===== src/rtl/queue_arbiter_n.sv =====
// N-requester arbiter serving requests in arrival order through an ID queue,
// with rotating priority for simultaneous arrivals and optional hold-time preemption.
module queue_arbiter_n #(
  parameter  int N        = 4,
  parameter  int MAX_HOLD = 8,
  localparam int IDW      = (N > 1) ? $clog2(N) : 1,
  localparam int CW       = $clog2(N + 1)
) (
  input  logic           clock,
  input  logic           reset,
  input  logic [N-1:0]   req,
  output logic [N-1:0]   grant,
  output logic           grant_valid,
  output logic [IDW-1:0] grant_id,
  output logic [CW-1:0]  queue_count
);

  localparam int             HW        = (MAX_HOLD > 0) ? $clog2(MAX_HOLD + 1) : 1;
  localparam logic [HW-1:0]  HOLD_LAST = HW'((MAX_HOLD > 0) ? MAX_HOLD - 1 : 0);
  localparam bit             PREEMPT   = (MAX_HOLD > 0);

  typedef enum logic {IDLE, GRANT} state_t;

  state_t         state_q, state_d;
  logic [IDW-1:0] holder_q, holder_d;
  logic [IDW-1:0] last_id_q, last_id_d;
  logic [HW-1:0]  hold_q, hold_d;
  logic [CW-1:0]  count_q, count_d;
  logic [N-1:0]   grant_q, grant_d;
  logic           valid_q, valid_d;
  logic [IDW-1:0] q_q [N];
  logic [IDW-1:0] q_d [N];

  logic [IDW-1:0] wq [N];
  logic [N-1:0]   in_q;
  logic           pop, requeue, drop_to_idle;

  always_comb begin
    int unsigned    wc, nc, first;
    logic [IDW-1:0] id;
    state_d      = state_q;
    holder_d     = holder_q;
    last_id_d    = last_id_q;
    hold_d       = hold_q;
    pop          = 1'b0;
    requeue      = 1'b0;
    drop_to_idle = 1'b0;
    in_q         = '0;
    wc           = 0;
    nc           = 0;
    first        = 0;
    id           = '0;
    for (int unsigned k = 0; k < N; k++) begin
      wq[k]  = '0;
      q_d[k] = '0;
    end

    // Withdrawn entries are squeezed out first; survivors keep relative order.
    for (int unsigned k = 0; k < N; k++) begin
      if (k < 32'(count_q)) begin
        in_q[q_q[k]] = 1'b1;
        if (req[q_q[k]]) begin
          wq[IDW'(wc)] = q_q[k];
          wc = wc + 1;
        end
      end
    end

    unique case (state_q)
      IDLE: pop = (wc != 0);
      GRANT: begin
        if (!req[holder_q]) begin
          pop          = (wc != 0);
          drop_to_idle = (wc == 0);
        end else if (PREEMPT && hold_q == HOLD_LAST) begin
          if (wc != 0) begin
            pop     = 1'b1;
            requeue = 1'b1;
          end else begin
            hold_d = '0;
          end
        end else begin
          hold_d = hold_q + HW'(1);
        end
      end
      default: ;
    endcase

    first = 32'(pop);
    for (int unsigned k = 0; k < N; k++) begin
      if (k >= first && k < wc) begin
        q_d[IDW'(nc)] = wq[k];
        nc = nc + 1;
      end
    end

    // New arrivals are appended in rotating order starting just after last_id;
    // a preempted holder goes behind them.
    for (int unsigned j = 0; j < N; j++) begin
      id = IDW'((32'(last_id_q) + 1 + j) % N);
      if (req[id] && !in_q[id] && !(state_q == GRANT && holder_q == id)) begin
        q_d[IDW'(nc)] = id;
        nc = nc + 1;
      end
    end
    if (requeue) begin
      q_d[IDW'(nc)] = holder_q;
      nc = nc + 1;
    end

    if (pop) begin
      state_d   = GRANT;
      holder_d  = wq[0];
      last_id_d = wq[0];
      hold_d    = '0;
    end else if (drop_to_idle) begin
      state_d  = IDLE;
      holder_d = '0;
      hold_d   = '0;
    end

    count_d = CW'(nc);
    grant_d = '0;
    if (state_d == GRANT) grant_d[holder_d] = 1'b1;
    valid_d = (state_d == GRANT);
  end

  always_ff @(posedge clock) begin
    if (reset) begin
      state_q   <= IDLE;
      holder_q  <= '0;
      last_id_q <= IDW'(N - 1);
      hold_q    <= '0;
      count_q   <= '0;
      grant_q   <= '0;
      valid_q   <= 1'b0;
      for (int unsigned k = 0; k < N; k++) q_q[k] <= '0;
    end else begin
      state_q   <= state_d;
      holder_q  <= holder_d;
      last_id_q <= last_id_d;
      hold_q    <= hold_d;
      count_q   <= count_d;
      grant_q   <= grant_d;
      valid_q   <= valid_d;
      for (int unsigned k = 0; k < N; k++) q_q[k] <= q_d[k];
    end
  end

  assign grant       = grant_q;
  assign grant_valid = valid_q;
  assign grant_id    = holder_q;
  assign queue_count = count_q;

endmodule


===== config.mk =====
export PLATFORM = sky130hd
export DESIGN_NAME = queue_arbiter_n
export DESIGN_NICKNAME = d
export VERILOG_FILES = /design/src/rtl/queue_arbiter_n.sv
export SDC_FILE = /design/constraint.sdc
export NUM_CORES = 1
export LEC_CHECK = 0
export BUFFER_PORTS_ARGS = -buffer_cell sky130_fd_sc_hd__buf_2
export CORE_MARGIN = 2
export CORE_UTILIZATION = 60
export DETAILED_ROUTE_END_ITERATION = 12
export GPL_ROUTABILITY_DRIVEN = 0
export PLACE_DENSITY = 0.76
export SETUP_SLACK_MARGIN = 0.05
export SLEW_MARGIN = 15
export SYNTH_ARGS = -nofsm -noshare
export SYNTH_HDL_FRONTEND = slang
export SYNTH_SLANG_ARGS = --single-unit

===== constraint.sdc =====
create_clock -name clock -period 18.7 [get_ports clock]
set_input_delay 1.87 -clock clock [delete_from_list [all_inputs] [get_ports clock]]
set_output_delay 1.87 -clock clock [all_outputs]
set_load 0.01 [all_outputs]

; ---- After elaboration in Yosys (flattened, before gate mapping)
; Memories as Yosys holds them, arrays and structs flattened.
; Cells that the tools add are included.
; Widths: inputs -> output; s select.
[totals]
reg_bits = 16
mem_bits_rw = 8
in_bits = 6
output_inout_bits = 10
wordCells = 265
n_memories = 1
[mem_list]
columns = name, words, word_bits, rd, rd_clocked_by_memory_dff, write_ports, line_no
row1 = q_q, 4, 2, 4, 0, 4, 31  ; logic [IDW-1:0] q_q [N];
[op_classes]
add_sub_neg = 16
magnitude_cmp = 46
eq_ne = 6
muxes = 128
bitwise_logic = 20
n_reduce_logical = 42
[op_table]
columns = operator, n
row1 = $mux 32, 7
row2 = $mux 8, 14
row3 = $add 32x1->32 const B, 3
row4 = $bwmux 8, 11
row5 = $lt 1x32->1 const A, 2
row6 = $lt 2x32->1 const A, 2
row7 = $demux 2 s2, 11
row8 = $mux 2, 20
row9 = $ge 3x3->1 const B, 11
row10 = $lt 3x1->1 const B, 11
row11 = $not 2->3, 11
row12 = $logic_not 32->1, 1
row13 = $mux 1, 32
row14 = $reduce_bool 32->1, 1
row15 = $lt 2x3->1 const B, 10
row16 = $logic_and 1x1->1, 29
row17 = $bmux 1 s2, 13
row18 = $mux 3, 8
row19 = $mux 4, 6
row20 = $add 3x1->3 const B, 7
row21 = $or 4x4->4, 3
row22 = $demux 1 s2, 5
row23 = $ge 2x1->1 const B, 5
row24 = $eq 2x2->1, 4
row25 = other kinds (16), 31

; ---- Longest topological paths before layout
[logic_depth]
word_depth = 43
ltp_mapped = 43
ltp_nobuf = 42

; ---- Least setup slack after synthesis
; Ideal clock, no wire load.
[synth_timing]
path_type = input -> register
from = input req[3]
to = memory q_q[1][1] (netlist bit)
setup_time_ns = 0.101
t_arrival_ns = 9.250
required_time_ns = 18.599
path_slack_ns = 9.349
stages = 38
path_buffers = 0
path_cell_list = mux4_2 and2_1 ha_1 o21a_1 a31oi_1 ha_1 nand2_1 o21ai_0 inv_1 ha_1 inv_1 o32ai_2 nor2_1 inv_1 ha_1 inv_1 mux2i_1 inv_1 (+2 left out) mux2_2 inv_1 ha_1 and2_1 o21bai_1 ha_1 inv_1 nor2_1 a21o_1 ha_1 and2_1 a311o_1 or2_2 ha_1 nand2b_1 o31a_1 or4_1 o41ai_1
[synth_lines]
columns = element, line_no
row1 = from (decl), 11  ; input logic [N-1:0] req,
row2 = to (decl), 31

==> impl_results.md <==
* Run status: finished clean
* Actual slew at the worst max-slew pin at 731 ps
* Top FF cell, synth: sky130_fd_sc_hd__dfxtp_1
* Highest net fanout along the worst path at 8
* Dominant cells by area after synthesis: sky130_fd_sc_hd__dfxtp_1 (14%), sky130_fd_sc_hd__ha_1 (9.9%), sky130_fd_sc_hd__nand2_1 (6.5%)
* Antenna Cells at 0
* Normalized max-slew margin at 0.510
* Die span in y at 80.7 um
* Detailed Place HPWL at 7.57 mm
* Sequential element share of the synthesized area at 0.136
* Total leakage power at 1.49 nW
* Area of the core at 5610 um^2
* Synth Cell Area at 3530 um^2
* Number of post-CTS setup repair buffers at 0
* Placement Setup Slack at 8250 ps
* Final number of setup-violating endpoints at 0
* Clock-pin slew of the registers on the worst-case setup and hold paths at 80 ps
* Number of synthesized flops with an enable pin at 0
* Layout overhead on the synthesized area at 3.61%
* Final-layout fill cell count at 519
* Peak per-stage delay on the critical path at 570 ps
* Net count after synthesis at 508
* Ports at 16
* Period utilisation layout at 0.549
* Fin. max-slew vios at 0
* Wire length of the first global-routing pass at 15.7 mm
* Post-synth top cells: sky130_fd_sc_hd__nand2_1 (61), sky130_fd_sc_hd__nor2_1 (39), sky130_fd_sc_hd__a21oi_1 (32)
* Cell count after synthesis at 474
* Worst path arrival time at 10390 ps
* Maximum level of the CTS H-tree at 1
* RSZ-0062 raised after global routing: false
* Number of hold buffers added after CTS at 0
* Number of failing hold endpoints at the final stage at 0
* CTS sink count at 24
* Site Rows at 27
* Count of state elements after synthesis at 24
* Share of the synthesized area in the top cell type at 0.136
* Global route total overflow at 0
* Pwr Total at 0.670 mW
* Number of global-route vias before repair at 3271
* Root buf cell: sky130_fd_sc_hd__clkbuf_8
* Most common cell type on the critical path: sky130_fd_sc_hd__ha_1
* Most frequent cell after synthesis: sky130_fd_sc_hd__nand2_1
* Pin count of the biggest net entering global routing at 32
* Starting utilization of the core area at 0.630
* Maximum clock frequency at 97.3 MHz
* Overall die width at 80.7 um
* Antenna violations before repair at 0
* WP data required at 18810 ps
* Leading area contributor after synthesis: sky130_fd_sc_hd__dfxtp_1
* Worst setup slack after layout at 8430 ps
* Worst VDD drop at 188 uV
* Total Routing Usage GR at 0.305
* Resized Gates After CTS at 0
* Per-cell routed wire length at 17.9 um
* Number of buffers created by CTS at 3
* DRC violation count after routing at 0
* Worst-skew pair later-pin latency at 270 ps
* Period minus WS final at 10270 ps
* Ys async rst share at 0
* Pre-antenna DRT Iters at 6
* Total number of nets in the final design at 507
* Post-detailed-routing wire length at 9.74 mm
* Worst Hold Class: flip-flop to flip-flop
* Antenna-violating nets left at 0
* MaxCap Viol Count at 0
* Library cell contributing the largest single delay on the critical path: sky130_fd_sc_hd__mux4_2
* Post-synthesis cell type count at 82
* Total Negative Setup Slacks at 0 ps
* Maximum buffer depth of the clock tree at 2
* Drt via density at 6.57
* Die area at 6510 um^2
* Synthesis warning total at 0
* CTS tree: done
* Proportion of layout cells with a drive suffix above 1 at 0.110
* Syn avg cell area at 7.45 um^2
* Final clock skew at 3.27 ps
* Detailed-route via count at 3574
* Iter 0 DRT Violations at 370
* WS Path Type: input pin to flip-flop
* Critical path endpoint category: flip-flop
* Power Dens Cells at 183 nW/um^2
* Number of buffer cells added on primary ports at 15
* Startpoint class of the critical path: input pin
==> final cells by class <==
cell class,count,area (um^2),area share
inverter,25,93.8,0.0256
timing repair buffer,17,90.1,0.0246
clock inverter,1,30.0,0.00821
clock buffer,3,41.3,0.0113
multi-input combinational,402,2830,0.774
tap,72,90.1,0.0246
sequential,24,480,0.131
==> kinds of logic (layout without fill, tap and decap cells) <==
| family | Yosys count | after routing | synth area share |
|---|---|---|---|
| and+or+nand+nor | 202 | 202 | 0.295 |
| AOI/OAI and AO/OA | 127 | 127 | 0.251 |
| buffers and inverters | 48 | 46 | 0.0617 |
| muxes | 30 | 30 | 0.109 |
| adders and majority gates | 28 | 28 | 0.0992 |
| DFF | 24 | 24 | 0.136 |
| xor gates and xnor gates | 15 | 15 | 0.0482 |
==> stage by stage <==
step                hold WS (ps)  cells  utilization  instance area, um^2
finish                       518    544        0.652                 3660
CTS                          526    544        0.652                 3660
floorplan                    456    474            -                 3530
global placement             473    540        0.640                 3590
detailed placement           513    540        0.640                 3590
global route                 552    544        0.652                 3660
==> registers in the layout (all words and copies together) (netlist names) <==
register     flops
grant            4
grant_id         2
grant_valid      1
queue_count      3
last_id_q        2
q_q              8
hold_q           4
==> layout by cell type (no fill, tap or decap), types with 8 or more instances in the layout <==
cell | synthesis | layout
sky130_fd_sc_hd__buf_2 | 6 | 15
sky130_fd_sc_hd__a21oi_1 | 32 | 32
sky130_fd_sc_hd__dfxtp_1 | 24 | 24
sky130_fd_sc_hd__nand2b_1 | 9 | 9
sky130_fd_sc_hd__mux2i_1 | 17 | 17
sky130_fd_sc_hd__inv_1 | 25 | 25
sky130_fd_sc_hd__nor3_1 | 13 | 13
sky130_fd_sc_hd__nor2b_1 | 8 | 8
sky130_fd_sc_hd__nand2_1 | 61 | 61
sky130_fd_sc_hd__nand3_1 | 14 | 14
sky130_fd_sc_hd__ha_1 | 28 | 28
sky130_fd_sc_hd__o21ai_0 | 25 | 25
sky130_fd_sc_hd__nor2_1 | 39 | 39
sky130_fd_sc_hd__and2_1 | 10 | 10
==> final timing paths <==
path                to  cells past startpoint  startpoint  slack, ps
max          q_q[1][1]                     39      req[3]       8430
min reg2reg  hold_q[3]                      2   hold_q[3]        520
min          hold_q[3]                      2   hold_q[3]        520
max reg2reg  q_q[1][1]                     38   q_q[0][0]       9630
==> power by group <==
group | switching, mW | total, mW | internal (mW)
combinational | 0.323 | 0.536 | 0.213
sequential | 0.0244 | 0.0888 | 0.0644
clock | 0.0166 | 0.0452 | 0.0286
==> per-layer routing <==
metal  up-vias  wire length (um)  global-route usage
met5         -                 0                   0
met4         0               212              0.0763
met2       150              4510               0.521
met3        21               613              0.0315
met1      1670              4400               0.412
li1       1733                 -                   -
==> worst max-delay path: cells and delay by family <==
family	cells	cell delay [ps]
fa+ha+maj	9	2490
mux	3	1150
compound gates	9	2860
simple gates	9	1250
buf+inv	9	770
Note: power is estimated with default switching activity, not from simulation.
